<file path="src/rtl/cpu_pkg.sv">
// Shared CPU definitions: instruction geometry, field positions and fetch states.
package cpu_pkg;

    localparam int INSTR_W = 16;
    localparam int ADDR_W  = 16;
    localparam int FIELD_W = 4;

    // Bit positions of the four instruction fields (least significant bit of each).
    localparam int OPCODE_LSB = 12;
    localparam int OP1_LSB    = 8;
    localparam int OP2_LSB    = 4;
    localparam int FUNC_LSB   = 0;

    typedef enum logic [1:0] {
        IDLE  = 2'd0,   // reset state, no request
        FETCH = 2'd1,   // request outstanding at pc
        HOLD  = 2'd2,   // returned instruction parked while stalled
        DRAIN = 2'd3    // squashed request waiting for its ack
    } fetch_state_e;

    typedef struct packed {
        logic [FIELD_W-1:0] opcode;
        logic [FIELD_W-1:0] op1;
        logic [FIELD_W-1:0] op2;
        logic [FIELD_W-1:0] funccode;
    } instr_fields_t;

    function automatic instr_fields_t split_instr(input logic [INSTR_W-1:0] instr);
        instr_fields_t f;
        f.opcode   = instr[OPCODE_LSB +: FIELD_W];
        f.op1      = instr[OP1_LSB    +: FIELD_W];
        f.op2      = instr[OP2_LSB    +: FIELD_W];
        f.funccode = instr[FUNC_LSB   +: FIELD_W];
        return f;
    endfunction

endpackage

</file>
<file path="src/rtl/ifid_reg.sv">
// IF/ID pipeline register: loads a new instruction, holds, or becomes a bubble.
// A bubble always carries all-zero fields and pc.
module ifid_reg
    import cpu_pkg::*;
(
    input  logic                clk,
    input  logic                rst,
    input  logic                load,
    input  logic                hold,
    input  logic                clear,
    input  logic [INSTR_W-1:0]  instr_in,
    input  logic [ADDR_W-1:0]   pc_in,
    output logic                valid,
    output logic [ADDR_W-1:0]   pc,
    output logic [FIELD_W-1:0]  opcode,
    output logic [FIELD_W-1:0]  op1,
    output logic [FIELD_W-1:0]  op2,
    output logic [FIELD_W-1:0]  funccode
);

    logic          valid_q, valid_d;
    logic [ADDR_W-1:0] pc_q, pc_d;
    instr_fields_t fields_q, fields_d;

    // Next register contents: clear wins, then load, then hold; otherwise a bubble.
    always_comb begin
        // NOTE: every output of this block gets a default first so no latch is inferred.
        valid_d  = 1'b0;
        pc_d     = '0;
        fields_d = '0;
        if (clear) begin
            valid_d  = 1'b0;
        end else if (load) begin
            valid_d  = 1'b1;
            pc_d     = pc_in;
            fields_d = split_instr(instr_in);
        end else if (hold) begin
            valid_d  = valid_q;
            pc_d     = pc_q;
            fields_d = fields_q;
        end
    end

    // Register update with synchronous reset to a bubble.
    always_ff @(posedge clk) begin
        // NOTE: sequential state is written with non-blocking assignments only.
        if (rst) begin
            valid_q  <= 1'b0;
            pc_q     <= '0;
            fields_q <= '0;
        end else begin
            valid_q  <= valid_d;
            pc_q     <= pc_d;
            fields_q <= fields_d;
        end
    end

    assign valid    = valid_q;
    assign pc       = pc_q;
    assign opcode   = fields_q.opcode;
    assign op1      = fields_q.op1;
    assign op2      = fields_q.op2;
    assign funccode = fields_q.funccode;

endmodule

</file>
<file path="src/rtl/fetch_stage.sv">
// Instruction fetch stage: PC, request/ack handshake to instruction memory,
// stall hold buffer, branch flush, and the IF/ID register feeding the decoder.
module fetch_stage
    import cpu_pkg::*;
#(
    parameter logic [ADDR_W-1:0] RESET_PC = 16'h0000,
    parameter logic [ADDR_W-1:0] PC_STEP  = 16'd2
) (
    input  logic                clk,
    input  logic                rst,
    output logic                imem_req,
    output logic [ADDR_W-1:0]   imem_addr,
    input  logic                imem_ack,
    input  logic [INSTR_W-1:0]  imem_rdata,
    input  logic                stall,
    input  logic                branch_taken,
    input  logic [ADDR_W-1:0]   branch_target,
    output logic                ifid_valid,
    output logic [ADDR_W-1:0]   ifid_pc,
    output logic [FIELD_W-1:0]  ifid_opcode,
    output logic [FIELD_W-1:0]  ifid_op1,
    output logic [FIELD_W-1:0]  ifid_op2,
    output logic [FIELD_W-1:0]  ifid_funccode
);

    fetch_state_e       state_q, state_d;
    logic [ADDR_W-1:0]  pc_q, pc_d;
    logic [ADDR_W-1:0]  drain_addr_q, drain_addr_d;
    logic [INSTR_W-1:0] hold_instr_q, hold_instr_d;
    logic [ADDR_W-1:0]  hold_pc_q, hold_pc_d;

    logic               ifid_load, ifid_hold, ifid_clear;
    logic [INSTR_W-1:0] ifid_instr_in;
    logic [ADDR_W-1:0]  ifid_pc_in;

    // Next-state, PC, hold buffer and IF/ID control. Branch beats stall beats ack.
    always_comb begin
        state_d       = state_q;
        pc_d          = pc_q;
        drain_addr_d  = drain_addr_q;
        hold_instr_d  = hold_instr_q;
        hold_pc_d     = hold_pc_q;
        ifid_load     = 1'b0;
        ifid_hold     = 1'b0;
        ifid_clear    = 1'b0;
        ifid_instr_in = imem_rdata;
        ifid_pc_in    = pc_q;

        case (state_q)
            IDLE: begin
                state_d = FETCH;
                if (branch_taken) begin
                    pc_d       = branch_target;
                    ifid_clear = 1'b1;
                end
            end
            FETCH: begin
                if (branch_taken) begin
                    pc_d       = branch_target;
                    ifid_clear = 1'b1;
                    if (!imem_ack) begin
                        // The old request cannot be withdrawn; wait out its ack.
                        state_d      = DRAIN;
                        drain_addr_d = pc_q;
                    end
                end else if (imem_ack && stall) begin
                    hold_instr_d = imem_rdata;
                    hold_pc_d    = pc_q;
                    ifid_hold    = 1'b1;
                    state_d      = HOLD;
                end else if (imem_ack) begin
                    ifid_load = 1'b1;
                    pc_d      = pc_q + PC_STEP;
                end else if (stall) begin
                    ifid_hold = 1'b1;
                end
            end
            HOLD: begin
                if (branch_taken) begin
                    pc_d       = branch_target;
                    ifid_clear = 1'b1;
                    state_d    = FETCH;
                end else if (stall) begin
                    ifid_hold = 1'b1;
                end else begin
                    ifid_load     = 1'b1;
                    ifid_instr_in = hold_instr_q;
                    ifid_pc_in    = hold_pc_q;
                    pc_d          = pc_q + PC_STEP;
                    state_d       = FETCH;
                end
            end
            DRAIN: begin
                if (branch_taken) begin
                    pc_d       = branch_target;
                    ifid_clear = 1'b1;
                end else if (stall) begin
                    ifid_hold = 1'b1;
                end
                // The squashed transaction ends on its ack even if a newer branch
                // arrives in the same cycle; otherwise keep waiting.
                if (imem_ack) begin
                    state_d = FETCH;
                end
            end
            default: state_d = IDLE;
        endcase

        if (branch_taken) begin
            hold_instr_d = '0;
            hold_pc_d    = '0;
        end
    end

    // State, PC and buffer registers with synchronous reset.
    always_ff @(posedge clk) begin
        if (rst) begin
            state_q      <= IDLE;
            pc_q         <= RESET_PC;
            drain_addr_q <= RESET_PC;
            hold_instr_q <= '0;
            hold_pc_q    <= '0;
        end else begin
            state_q      <= state_d;
            pc_q         <= pc_d;
            drain_addr_q <= drain_addr_d;
            hold_instr_q <= hold_instr_d;
            hold_pc_q    <= hold_pc_d;
        end
    end

    assign imem_req  = (state_q == FETCH) || (state_q == DRAIN);
    assign imem_addr = (state_q == DRAIN) ? drain_addr_q : pc_q;

    ifid_reg u_ifid_reg (
        .clk      (clk),
        .rst      (rst),
        .load     (ifid_load),
        .hold     (ifid_hold),
        .clear    (ifid_clear),
        .instr_in (ifid_instr_in),
        .pc_in    (ifid_pc_in),
        .valid    (ifid_valid),
        .pc       (ifid_pc),
        .opcode   (ifid_opcode),
        .op1      (ifid_op1),
        .op2      (ifid_op2),
        .funccode (ifid_funccode)
    );

endmodule

</file>
<file path="config.mk">
export PLATFORM = sky130hd
export DESIGN_NAME = fetch_stage
export DESIGN_NICKNAME = d
export VERILOG_FILES = /design/src/rtl/cpu_pkg.sv /design/src/rtl/ifid_reg.sv /design/src/rtl/fetch_stage.sv
export SDC_FILE = /design/constraint.sdc
export NUM_CORES = 1
export LEC_CHECK = 0
export ABC_AREA = 0
export CAP_MARGIN = 20
export CORE_MARGIN = 4
export CORE_UTILIZATION = 40
export DETAILED_ROUTE_END_ITERATION = 10
export PLACE_DENSITY_LB_ADDON = 0.3
export SYNTH_ARGS = -nofsm -noshare
export SYNTH_HDL_FRONTEND = slang
export SYNTH_HIERARCHICAL = 1
export SYNTH_SLANG_ARGS = --single-unit
</file>
<file path="constraint.sdc">
create_clock -name clk -period 2.2 [get_ports clk]
set_input_delay 0.33 -clock clk [delete_from_list [all_inputs] [get_ports clk]]
set_output_delay 0.33 -clock clk [all_outputs]
set_load 0.02 [all_outputs]
</file>
==> summary.txt <==
Floorplan
  • Area of the core: 11600 um2
  • Placement Rows: 39
  • Die X-Extent: 118 um
  • Die outline area: 13900 um2
  • I/O Pins: 87
  • Starting density of the core: 0.416
  • Die Y-Extent: 118 um

Synth
  • Main area contributors after synthesis: sky130_fd_sc_hd__dfxtp_1, sky130_fd_sc_hd__nand2_1, sky130_fd_sc_hd__mux2_2
  • Area share of the leading cell type in the synthesized netlist: 0.410
  • Post-synthesis cell type count: 47
  • Synth Instances: 573
  • Warnings, synthesis: 6
  • Biggest area consumer among synthesized cells: sky130_fd_sc_hd__dfxtp_1
  • Share of the yosys chip area belonging to registers: 0.410
  • Register bit count reported by yosys: 99
  • Post-synthesis instance area: 4830 um2
  • Synthesized area per cell: 8.43 um2
  • Net Count, Synth: 615
  • Most common cell in the synthesized netlist: sky130_fd_sc_hd__nand2_1
  • Fraction of registers with async set/reset: 0
  • Most used flip-flop cell after synthesis: sky130_fd_sc_hd__dfxtp_1
  • Synth top cells by count: sky130_fd_sc_hd__nand2_1, sky130_fd_sc_hd__dfxtp_1, sky130_fd_sc_hd__a21oi_1, sky130_fd_sc_hd__mux2_2, sky130_fd_sc_hd__nand3b_1
  • Number of synthesized flops with an enable pin: 0

Worst setup path
  • Peak fanout along the critical path: 18
  • Startpoint types: flop
  • Critical path start-end classification: reg2out
  • Worst EP required: 1870 ps
  • Signal arrival time at the worst endpoint: 1800 ps
  • Crit end category: primary output

Layout
  • Diodes inserted: 0
  • Share of layout cells above drive strength 1: 0.194
  • Final Net Count: 686
  • Area overhead of the layout relative to synthesis: 27.0%
  • Core occupancy in the finished layout: 0.528

Timing
  • Final number of hold-violating endpoints: 0
  • Count of endpoints failing setup in the final report: 0
  • Fmax: 470 MHz
  • Share of the clock period used by the worst path: 0.967
  • Worst Skew: 2.15 ps
  • Setup total negative slack: 0 ps
  • Worst-case hold slack: 452 ps
  • Post-route minimum period: 2130 ps
  • Unrepaired setup endpoints after global routing: false
  • Transition time at the pin with the least slew margin: 1030 ps
  • Max_slew headroom: 0.312
  • Max-slew violation count: 0
  • Final Worst Setup Slack: 73.0 ps

Global routing
  • Number of global-route vias before repair: 4136
  • Combined global-route utilization of all metal layers: 0.181
  • Initial antenna violation count: 0
  • Largest net degree at the start of global routing: 66
  • Global-route wire length before repair: 20700 um
  • Total overflow reported by the global router: 0

Clock network
  • CTS tree: done
  • Inserted Clock Buffers: 9
  • Clock root buffer: sky130_fd_sc_hd__clkbuf_16
  • Maximum clock path buffer count: 2
  • # clock sinks: 99
  • Clock edge transition at the registers on the reported setup and hold paths: 60 ps
  • Clock latency at the later pin of the worst-skew pair: 350 ps
  • H-tree depth reported by CTS: 3

Route
  • Routed vias: 4183
  • Routed via count divided by cell count: 5.28
  • Final WL: 12500 um
  • Antenna viol nets, final: 0
  • Initial DRC Count: 180
  • Routed length per placed instance: 15.8 um
  • Remaining routing DRC violations: 0
  • Drt first pass iters: 4

Place
  • Port Buf Inserts: 86
  • GPL Wtd Cong: 0.877
  • Post-detail-place hpwl: 8510 um
  • Pre-CTS WS: 25.9 ps

Power
  • Lkg Pwr: 2.08 nW
  • Max rail drop VDD: 409 uV
  • P per Cell Area: 687 nW/um2
  • Final Total Pwr: 0.00421 W

Outcome
  • Run status: finished, final reports clean

Worst hold path
  • Class of the tightest hold or removal check: reg2reg

Job
  • Max-cap violations: 0
-- critical path, cell delays in order (launching register included) --
cell and delay (ps):
sky130_fd_sc_hd__dfxtp_1 360, sky130_fd_sc_hd__ha_1 200, sky130_fd_sc_hd__buf_12 180, sky130_fd_sc_hd__mux2_2 370, sky130_fd_sc_hd__dlygate4sd2_1 330
-- power by group --
group	total, W	switching, W	internal (W)	leakage (nW)
clock network	0.00155	0.000672	0.000878	0.143
logic	0.000738	0.000396	0.000342	1.14
registers	0.00193	0.0000783	0.00185	0.803
-- per-stage QoR --
stage	std cells	cell area [um2]
2_1_floorplan	573	4830
3_3_place_gp	776	5870
3_5_place_dp	776	5870
4_1_cts	792	6130
5_1_grt	792	6140
6_report	792	6140
-- logic make-up (layout without fill, tap and decap cells) --
kind of cell	Yosys count	after routing	share of synthesized area
buf+inv	54	130	0.0560
xor+xnor	2	2	0.00363
simple gates	234	234	0.228
mux	50	50	0.116
compound gates	129	129	0.173
flops	99	99	0.410
fa+ha+maj	5	5	0.0130
-- cell type report --
cell class / instances / area (um2)
inverter: 5 / 18.8
sequential: 99 / 1980
multi-input combinational: 420 / 2590
clock buffer: 11 / 233
timing repair buffer: 109 / 1070
fill: 1095 / 5480
clock inverter: 5 / 53.8
tap: 143 / 179
-- layout by cell type, fill, tap and decap left out, drive strengths merged, types with 5 or more instances in the layout --
| cell type | Yosys | final |
|---|---|---|
| o21ai | 10 | 10 |
| clkbuf | 25 | 11 |
| nand2 | 154 | 154 |
| ha | 5 | 5 |
| nor2 | 11 | 11 |
| clkdlybuf4s50 | 0 | 69 |
| buf | 24 | 23 |
| a211oi | 5 | 5 |
| and3 | 7 | 7 |
| nand3b | 32 | 32 |
| nor2b | 5 | 5 |
| dlygate4sd2 | 0 | 17 |
| mux2 | 48 | 48 |
| a21oi | 97 | 97 |
| inv | 5 | 5 |
| nand3 | 6 | 6 |
| dfxtp | 99 | 99 |
-- final timing paths --
kind                                 startpoint                            end  slack, ps  cells after the start
hold / removal    hold_instr_q[14]$_SDFFE_PP0P_  hold_instr_q[14]$_SDFFE_PP0P_        450                      2
setup / recovery        state_q[0]$_SDFFE_PP0P_                  imem_addr[15]         70                      4
setup reg to reg        state_q[1]$_SDFFE_PP0P_          pc_q[11]$_SDFFE_PP0P_        270                      7
hold reg to reg   hold_instr_q[14]$_SDFFE_PP0P_  hold_instr_q[14]$_SDFFE_PP0P_        450                      2
-- sequential cells by signal, summed over array words and instances (netlist names) --
register	flops
drain_addr_q	16
hold_instr_q	16
hold_pc_q	16
pc_q	16
state_q	2
u_ifid_reg/funccode	4
u_ifid_reg/op1	4
u_ifid_reg/op2	4
u_ifid_reg/opcode	4
u_ifid_reg/pc	16
u_ifid_reg/valid	1
-- layer usage --
| layer | GRT usage | vias up | wire length (um) |
|---|---|---|---|
| met1 | 0.222 | 1965 | 5500 |
| met3 | 0.0538 | 18 | 661 |
| li1 | - | 2096 | - |
| met5 | 0 | - | 0 |
| met4 | 0.0476 | 0 | 223 |
| met2 | 0.309 | 104 | 6130 |
-- timing repair --
action,4_1_cts,5_1_grt
gates resized for setup,17,1
hold buffers,0,0
setup endpoints to repair,17,3
buffers inserted,0,0
pin swaps,0,0
Power figures use the tool's default switching activity.
